<file path="src/rtl/router_pkg.sv">
// rtl/router_pkg.sv - shared constants, tx state encoding and header builder for router_pkt_tx
package router_pkg;

    localparam int NUM_PORTS = 3;
    localparam int LEN_W     = 6;
    localparam int DATA_W    = 8;
    localparam int BUF_DEPTH = 1 << LEN_W;

    typedef logic [2:0] tx_state_t;

    localparam tx_state_t TX_IDLE    = 3'd0;
    localparam tx_state_t TX_LOAD    = 3'd1;
    localparam tx_state_t TX_HEADER  = 3'd2;
    localparam tx_state_t TX_PAYLOAD = 3'd3;
    localparam tx_state_t TX_PARITY  = 3'd4;

    // Header layout the router decodes: length in the top bits, destination in the low two.
    function automatic logic [DATA_W-1:0] make_header(input logic [LEN_W-1:0] len,
                                                      input logic [1:0]       dest);
        return {len, dest};
    endfunction

endpackage

</file>
<file path="src/rtl/router_tx_buf.sv">
// rtl/router_tx_buf.sv - 64x8 payload buffer, synchronous write, asynchronous read
module router_tx_buf
    import router_pkg::*;
(
    input  logic              clk,
    input  logic              wr_en_i,
    input  logic [LEN_W-1:0]  waddr_i,
    input  logic [DATA_W-1:0] wdata_i,
    input  logic [LEN_W-1:0]  raddr_i,
    output logic [DATA_W-1:0] rdata_o
);

    logic [DATA_W-1:0] mem_q [BUF_DEPTH];

    always_ff @(posedge clk) begin
        if (wr_en_i) begin
            mem_q[waddr_i] <= wdata_i;
        end
    end

    assign rdata_o = mem_q[raddr_i];

endmodule

</file>
<file path="src/rtl/router_pkt_tx.sv">
// rtl/router_pkt_tx.sv - buffered packet source for one router input port; ROUTER_TX_STATS_EN adds pkt/stall counters
module router_pkt_tx
    import router_pkg::*;
(
    input  logic              clk,
    input  logic              resetn,
    input  logic              cmd_valid,
    output logic              cmd_ready,
    input  logic [1:0]        cmd_dest,
    input  logic [LEN_W-1:0]  cmd_len,
    input  logic              pl_valid,
    output logic              pl_ready,
    input  logic [DATA_W-1:0] pl_data,
    input  logic              busy,
    output logic              pkt_valid,
    output logic [DATA_W-1:0] data_out,
    output logic              tx_done,
    output logic              cmd_err,
`ifdef ROUTER_TX_STATS_EN
    output logic [15:0]       pkt_cnt,
    output logic [15:0]       stall_cnt,
`endif
    output logic              tx_active
);

    tx_state_t         state_q, state_d;
    logic [LEN_W-1:0]  len_q, len_d;
    logic [1:0]        dest_q, dest_d;
    logic [LEN_W-1:0]  wptr_q, wptr_d;
    logic [LEN_W-1:0]  rptr_q, rptr_d;
    logic [DATA_W-1:0] parity_q, parity_d;
    logic [DATA_W-1:0] data_q, data_d;
    logic              pkt_valid_q, pkt_valid_d;
    logic              tx_done_q, tx_done_d;
    logic              cmd_err_q, cmd_err_d;
    logic              buf_we;
    logic [DATA_W-1:0] buf_rdata;

    router_tx_buf u_buf (
        .clk     (clk),
        .wr_en_i (buf_we),
        .waddr_i (wptr_q),
        .wdata_i (pl_data),
        .raddr_i (rptr_q),
        .rdata_o (buf_rdata)
    );

    always_comb begin
        state_d     = state_q;
        len_d       = len_q;
        dest_d      = dest_q;
        wptr_d      = wptr_q;
        rptr_d      = rptr_q;
        parity_d    = parity_q;
        data_d      = data_q;
        pkt_valid_d = pkt_valid_q;
        tx_done_d   = 1'b0;
        cmd_err_d   = 1'b0;
        buf_we      = 1'b0;
        case (state_q)
            TX_IDLE: begin
                if (cmd_valid) begin
                    if (cmd_len == '0 || int'(cmd_dest) >= NUM_PORTS) begin
                        cmd_err_d = 1'b1;
                    end else begin
                        len_d    = cmd_len;
                        dest_d   = cmd_dest;
                        parity_d = make_header(cmd_len, cmd_dest);
                        wptr_d   = '0;
                        rptr_d   = '0;
                        state_d  = TX_LOAD;
                    end
                end
            end
            TX_LOAD: begin
                if (pl_valid) begin
                    buf_we   = 1'b1;
                    parity_d = parity_q ^ pl_data;
                    wptr_d   = wptr_q + LEN_W'(1);
                    if (wptr_q == len_q - LEN_W'(1)) begin
                        state_d     = TX_HEADER;
                        pkt_valid_d = 1'b1;
                        data_d      = make_header(len_q, dest_q);
                    end
                end
            end
            TX_HEADER: begin
                if (!busy) begin
                    data_d  = buf_rdata;
                    rptr_d  = rptr_q + LEN_W'(1);
                    state_d = TX_PAYLOAD;
                end
            end
            TX_PAYLOAD: begin
                // rptr points at the next unsent byte, so rptr==len means the last byte is on the wire
                if (!busy) begin
                    if (rptr_q == len_q) begin
                        pkt_valid_d = 1'b0;
                        data_d      = parity_q;
                        state_d     = TX_PARITY;
                    end else begin
                        data_d = buf_rdata;
                        rptr_d = rptr_q + LEN_W'(1);
                    end
                end
            end
            TX_PARITY: begin
                if (!busy) begin
                    data_d    = '0;
                    tx_done_d = 1'b1;
                    state_d   = TX_IDLE;
                end
            end
            default: state_d = TX_IDLE;
        endcase
    end

    always_ff @(posedge clk or negedge resetn) begin
        if (!resetn) begin
            state_q     <= TX_IDLE;
            len_q       <= '0;
            dest_q      <= '0;
            wptr_q      <= '0;
            rptr_q      <= '0;
            parity_q    <= '0;
            data_q      <= '0;
            pkt_valid_q <= 1'b0;
            tx_done_q   <= 1'b0;
            cmd_err_q   <= 1'b0;
        end else begin
            state_q     <= state_d;
            len_q       <= len_d;
            dest_q      <= dest_d;
            wptr_q      <= wptr_d;
            rptr_q      <= rptr_d;
            parity_q    <= parity_d;
            data_q      <= data_d;
            pkt_valid_q <= pkt_valid_d;
            tx_done_q   <= tx_done_d;
            cmd_err_q   <= cmd_err_d;
        end
    end

    assign cmd_ready = (state_q == TX_IDLE);
    assign pl_ready  = (state_q == TX_LOAD);
    assign tx_active = (state_q != TX_IDLE);
    assign pkt_valid = pkt_valid_q;
    assign data_out  = data_q;
    assign tx_done   = tx_done_q;
    assign cmd_err   = cmd_err_q;

`ifdef ROUTER_TX_STATS_EN
    logic [15:0] pkt_cnt_q;
    logic [15:0] stall_cnt_q;
    logic        on_wire;

    assign on_wire = (state_q == TX_HEADER) || (state_q == TX_PAYLOAD) || (state_q == TX_PARITY);

    always_ff @(posedge clk or negedge resetn) begin
        if (!resetn) begin
            pkt_cnt_q   <= '0;
            stall_cnt_q <= '0;
        end else begin
            if (tx_done_d && pkt_cnt_q != 16'hFFFF) begin
                pkt_cnt_q <= pkt_cnt_q + 16'd1;
            end
            if (on_wire && busy && stall_cnt_q != 16'hFFFF) begin
                stall_cnt_q <= stall_cnt_q + 16'd1;
            end
        end
    end

    assign pkt_cnt   = pkt_cnt_q;
    assign stall_cnt = stall_cnt_q;
`endif

endmodule

</file>
<file path="config.mk">
export PLATFORM = sky130hd
export DESIGN_NAME = router_pkt_tx
export DESIGN_NICKNAME = d
export VERILOG_FILES = /design/src/rtl/router_pkg.sv /design/src/rtl/router_tx_buf.sv /design/src/rtl/router_pkt_tx.sv
export SDC_FILE = /design/constraint.sdc
export NUM_CORES = 1
export LEC_CHECK = 0
export ABC_AREA = 1
export ABC_CLOCK_PERIOD_IN_PS = 2800
export CAP_MARGIN = 30
export CORE_MARGIN = 2
export CORE_UTILIZATION = 35
export DETAILED_ROUTE_END_ITERATION = 7
export SLEW_MARGIN = 20
export SYNTH_ARGS = -nofsm -noshare
export SYNTH_HDL_FRONTEND = slang
export SYNTH_HIERARCHICAL = 1
export SYNTH_SLANG_ARGS = --single-unit
</file>
<file path="constraint.sdc">
create_clock -name clk -period 2.8 [get_ports clk]
set_input_delay 0.84 -clock clk [delete_from_list [all_inputs] [get_ports clk]]
set_output_delay 0.84 -clock clk [all_outputs]
set_load 0.005 [all_outputs]
</file>
==> flow_summary.rst <==
.. list-table::
   :header-rows: 1

   * - Metric
     - Value
   * - Achievable frequency
     - roughly 0.37 GHz
   * - Setup crit start
     - state_q[1]$_DFFE_PN0P_
   * - Critical Path Slowest Stage Cell
     - sky130_fd_sc_hd__clkdlybuf4s50_1
   * - Sequential share of the synthesized area
     - 68.6%
   * - Number of distinct standard cells referenced by the synthesized netlist
     - 33
   * - Switching power
     - around 8.4 mW
   * - Global Route met3 Usage
     - 2.77%
   * - Clock sink total
     - around 550
   * - Class of the tightest hold or removal check
     - in -> async
   * - Yosys warnings
     - 6
   * - Fin worst setup slack
     - about 82 ps
   * - Post-Syn Area per Cell
     - between 10 and 15 um2
   * - Summed instance area of the synthesized netlist
     - 23,900 um2
   * - Setup Crit Path Kind
     - reg -> out
   * - GRT Max-Usage Layer
     - met2
   * - Power consumption
     - 24.0 mW
   * - CP Data Arrival Time
     - about 1900 ps
   * - Number of hold violations in the final report
     - 0
   * - Total number of vias
     - around 17,000
   * - Max transition margin
     - about 55%
   * - Reg2reg path depth
     - 15
   * - Global-route met2 utilization
     - 30.6%
   * - Worst setup EP type
     - output port
   * - Port bufs
     - 34
   * - Layout overhead on the synthesized area
     - 15.1%
   * - Crit-path max cell delay
     - around 500 ps
   * - Switching power as a share of total power
     - around a third
   * - Cell-by-cell trace of the critical path
     - nor2_4, nand2_2, inv_2, clkdlybuf4s50_1
   * - Commonest non-fill, non-tap cell in the layout
     - sky130_fd_sc_hd__nand2_1
   * - Leading area contributor after synthesis
     - sky130_fd_sc_hd__edfxtp_1
   * - Total Negative Setup Slacks
     - 0 ps
   * - Non-Filler Instances
     - ~3,200
   * - Post-placement cell area
     - around 26,000 um2
   * - Int Pwr
     - roughly 16 mW
   * - Via density per instance
     - 5.19
   * - Vias in the first global route
     - around 16,000
   * - Power density of the placed cells
     - between 800 and 900 nW/um2
   * - Total overflow reported by the global router
     - 0
   * - Number of buffers between clock root and the deepest sink
     - 3
   * - Initial antenna violation count
     - 0
   * - Post-layout nets
     - approximately 2,300
   * - Start of the worst register-to-register path
     - rptr_q[0]$_DFFE_PN0P_
   * - Total half-perimeter wirelength after legalization and detailed placement
     - about 43,000 um
   * - Number of setup violations in the final report
     - 0
   * - Total nets after synthesis
     - roughly 2,200
   * - RSZ-0062 raised after global routing
     - no
   * - Pin count of the biggest net entering global routing
     - 90
   * - Min Tclk post-route
     - ~2700 ps
   * - Hold Buf Count CTS
     - 0
   * - Total routed wirelength
     - 65,200 um
   * - Placement row count
     - 95
   * - Depth of the CTS H-tree
     - 2
   * - Slew at the pin with the worst max-slew slack
     - around 670 ps
   * - Fin crit share
     - 97.1%
   * - Flip-flop and latch count after synthesis
     - roughly 550
   * - Path length in cells of the critical path
     - 4
   * - Result of the run
     - finished clean
   * - Cts bufs inserted
     - 57
   * - Pre-antenna DRT Iters
     - 5
   * - Routability congestion estimate from global placement
     - ~0.89
   * - Area contributors post-synth
     - sky130_fd_sc_hd__edfxtp_1 (64%), sky130_fd_sc_hd__nand2_1 (12%), sky130_fd_sc_hd__nand3_1 (9.8%), sky130_fd_sc_hd__dfrtp_1 (4.4%), sky130_fd_sc_hd__buf_6 (1.7%)
   * - Total non-filler cell area in the finished layout
     - between 20,000 and 30,000 um2
   * - Post-Synthesis Cells
     - between 2,000 and 2,500
   * - Setup Skew
     - 29.4 ps
   * - Cell leakage power
     - between 10 and 15 nW
   * - GR Util All Layers
     - a little under a fifth
   * - Die area
     - slightly above 70,000 um2
   * - Worst EP required
     - 1960 ps
   * - Area fraction of the dominant cell type after synthesis
     - around 64%
   * - Crit path max fanout
     - 5
   * - Sequential power share
     - between 40% and 50%
   * - Layout cells sized above 1
     - a little under an eighth
   * - Worst setup timing slack at the placement stage
     - -24.7 ps
   * - Highest-count cells in the layout ignoring fill and taps
     - sky130_fd_sc_hd__nand2_1 (788), sky130_fd_sc_hd__edfxtp_1 (512), sky130_fd_sc_hd__nand3_1 (469)
   * - Post-detailed-route wirelength per cell
     - roughly 20 um
   * - First-pass GRT wire length
     - about 100,000 um
   * - Width of the chip
     - ~270 um
   * - Area of the core
     - slightly below 70,000 um2
   * - Reported max-cap violation count
     - 0
   * - Number of design rule violations left after detail routing
     - 0
   * - Peak supply drop
     - approximately 660 uV
   * - Number of top-level design ports
     - 35
   * - Root buf cell
     - sky130_fd_sc_hd__clkbuf_16
   * - CTS clk-pin slew, worst paths
     - approximately 60 ps
   * - Pins over their slew limit
     - 0
   * - Top Family by Delay on Critical Path
     - buffers and inverters
   * - Cell Count Post-Placement
     - between 3,000 and 4,000
   * - Starting density of the core
     - between 30 and 40%
   * - Number of design-rule violations left by the first detailed-router iteration
     - approximately 1,500
   * - Part of the power in the clock network
     - 29.7%
   * - Vertical extent of the die
     - ~270 um
   * - Clock Latency Late Sink
     - 620 ps
   * - Met1 usage in global routing
     - between 20% and 30%
   * - ANT nets after route
     - 0
   * - Category of the worst setup path launch point
     - flip-flop
   * - Total inserted antenna cells
     - 0
   * - TritonCTS clock tree
     - yes
   * - Share of power burned in combinational logic
     - 29.9%
   * - Worst path bufs/invs
     - 2
==> cell usage after synthesis <==
| cell type | instances |
|---|---|
| sky130_fd_sc_hd__edfxtp_1 | 512 |
| sky130_fd_sc_hd__nor3_1 | 2 |
| sky130_fd_sc_hd__clkbuf_1 | 15 |
| sky130_fd_sc_hd__o21ai_2 | 6 |
| sky130_fd_sc_hd__nand2_2 | 4 |
| sky130_fd_sc_hd__nor2_4 | 3 |
| sky130_fd_sc_hd__o21ai_1 | 14 |
| sky130_fd_sc_hd__inv_2 | 12 |
| sky130_fd_sc_hd__xor2_1 | 6 |
| sky130_fd_sc_hd__nand3_1 | 469 |
| sky130_fd_sc_hd__nand3_2 | 3 |
| sky130_fd_sc_hd__nand2_4 | 1 |
| sky130_fd_sc_hd__nand2_1 | 788 |
| sky130_fd_sc_hd__dfrtp_1 | 42 |
| sky130_fd_sc_hd__buf_2 | 41 |
| sky130_fd_sc_hd__buf_6 | 36 |
| sky130_fd_sc_hd__nor2_8 | 1 |
| sky130_fd_sc_hd__nor2_2 | 2 |
| sky130_fd_sc_hd__buf_1 | 10 |
| sky130_fd_sc_hd__buf_8 | 2 |
| sky130_fd_sc_hd__nor2_1 | 91 |
| sky130_fd_sc_hd__buf_4 | 16 |
| sky130_fd_sc_hd__nor4_1 | 9 |
| sky130_fd_sc_hd__ha_1 | 3 |
| sky130_fd_sc_hd__o22ai_1 | 1 |
| sky130_fd_sc_hd__a21oi_4 | 1 |
| sky130_fd_sc_hd__inv_6 | 1 |
| sky130_fd_sc_hd__nand4_1 | 21 |
| sky130_fd_sc_hd__a21oi_1 | 19 |
| sky130_fd_sc_hd__nand3_4 | 1 |
| sky130_fd_sc_hd__xnor2_1 | 10 |
| sky130_fd_sc_hd__nor3_4 | 1 |
| sky130_fd_sc_hd__inv_1 | 44 |
==> final timing paths <==
| path | end | slack, ps |
|---|---|---|
| max | cmd_ready | 80 |
| min | state_q[2]$_DFFE_PN0P_ | 280 |
| max reg2reg | data_out[3]$_DFFE_PN0P_ | 150 |
| min reg2reg | data_out[1]$_DFFE_PN0P_ | 480 |
| max in group asynchronous | data_out[2]$_DFFE_PN0P_ | 1860 |
| min in group clk | data_out[1]$_DFFE_PN0P_ | 480 |
==> state kept, by name, summed over array words and instances (netlist names) <==
register / flops
parity_q: 8
cmd_err: 1
dest_q: 2
state_q: 3
wptr_q: 6
rptr_q: 6
tx_done: 1
pkt_valid: 1
len_q: 6
u_buf/mem_q: 512
data_out: 8
==> metrics by stage <==
stage                     utilization [%]  hold slack (ps)
after CTS                            40.8              266
final                                40.9              276
after global routing                 40.9              310
after detailed placement             38.2              462
after floorplan                         -              459
after global placement               38.2              468
==> layout make-up <==
type	instances	area (um2)
Sequential cell	554	16400
Clock inverter	37	260
Multi-Input combinational cell	1456	6440
Fill cell	6308	39900
Tap cell	873	1090
Inverter	57	229
Timing Repair Buffer	174	1610
Clock buffer	70	1480
==> metal layers <==
| layer | up-vias | wire [um] |
|---|---|---|
| met2 | 597 | 31200 |
| met5 | - | 0 |
| met3 | 127 | 4280 |
| li1 | 7810 | - |
| met4 | 0 | 2140 |
| met1 | 8187 | 27700 |
==> power by group through the flow <==
stage	clock network, mW	registers (mW)	logic (mW)
6_report	7.13	9.69	7.19
5_1_grt	7.56	9.72	7.91
3_3_place_gp	0	9.84	6.98
3_5_place_dp	0	9.85	7.09
2_1_floorplan	0	9.69	4.99
4_1_cts	7.26	9.68	7.14
==> cells by family (layout without fill, tap and decap cells) <==
| family | after synthesis | after routing | synth area share, % |
|---|---|---|---|
| compound gates | 41 | 41 | 1.00 |
| xor+xnor | 16 | 16 | 0.586 |
| fa+ha+maj | 3 | 3 | 0.157 |
| buf+inv | 177 | 338 | 4.49 |
| flops | 554 | 554 | 68.6 |
| simple gates | 1396 | 1396 | 25.1 |
==> timing repair <==
item	CTS	global route
pin swaps	1	0
endpoints found under the setup margin	2	5
gates resized for setup	2	4
setup buffers	1	0
Power figures use the tool's default switching activity.
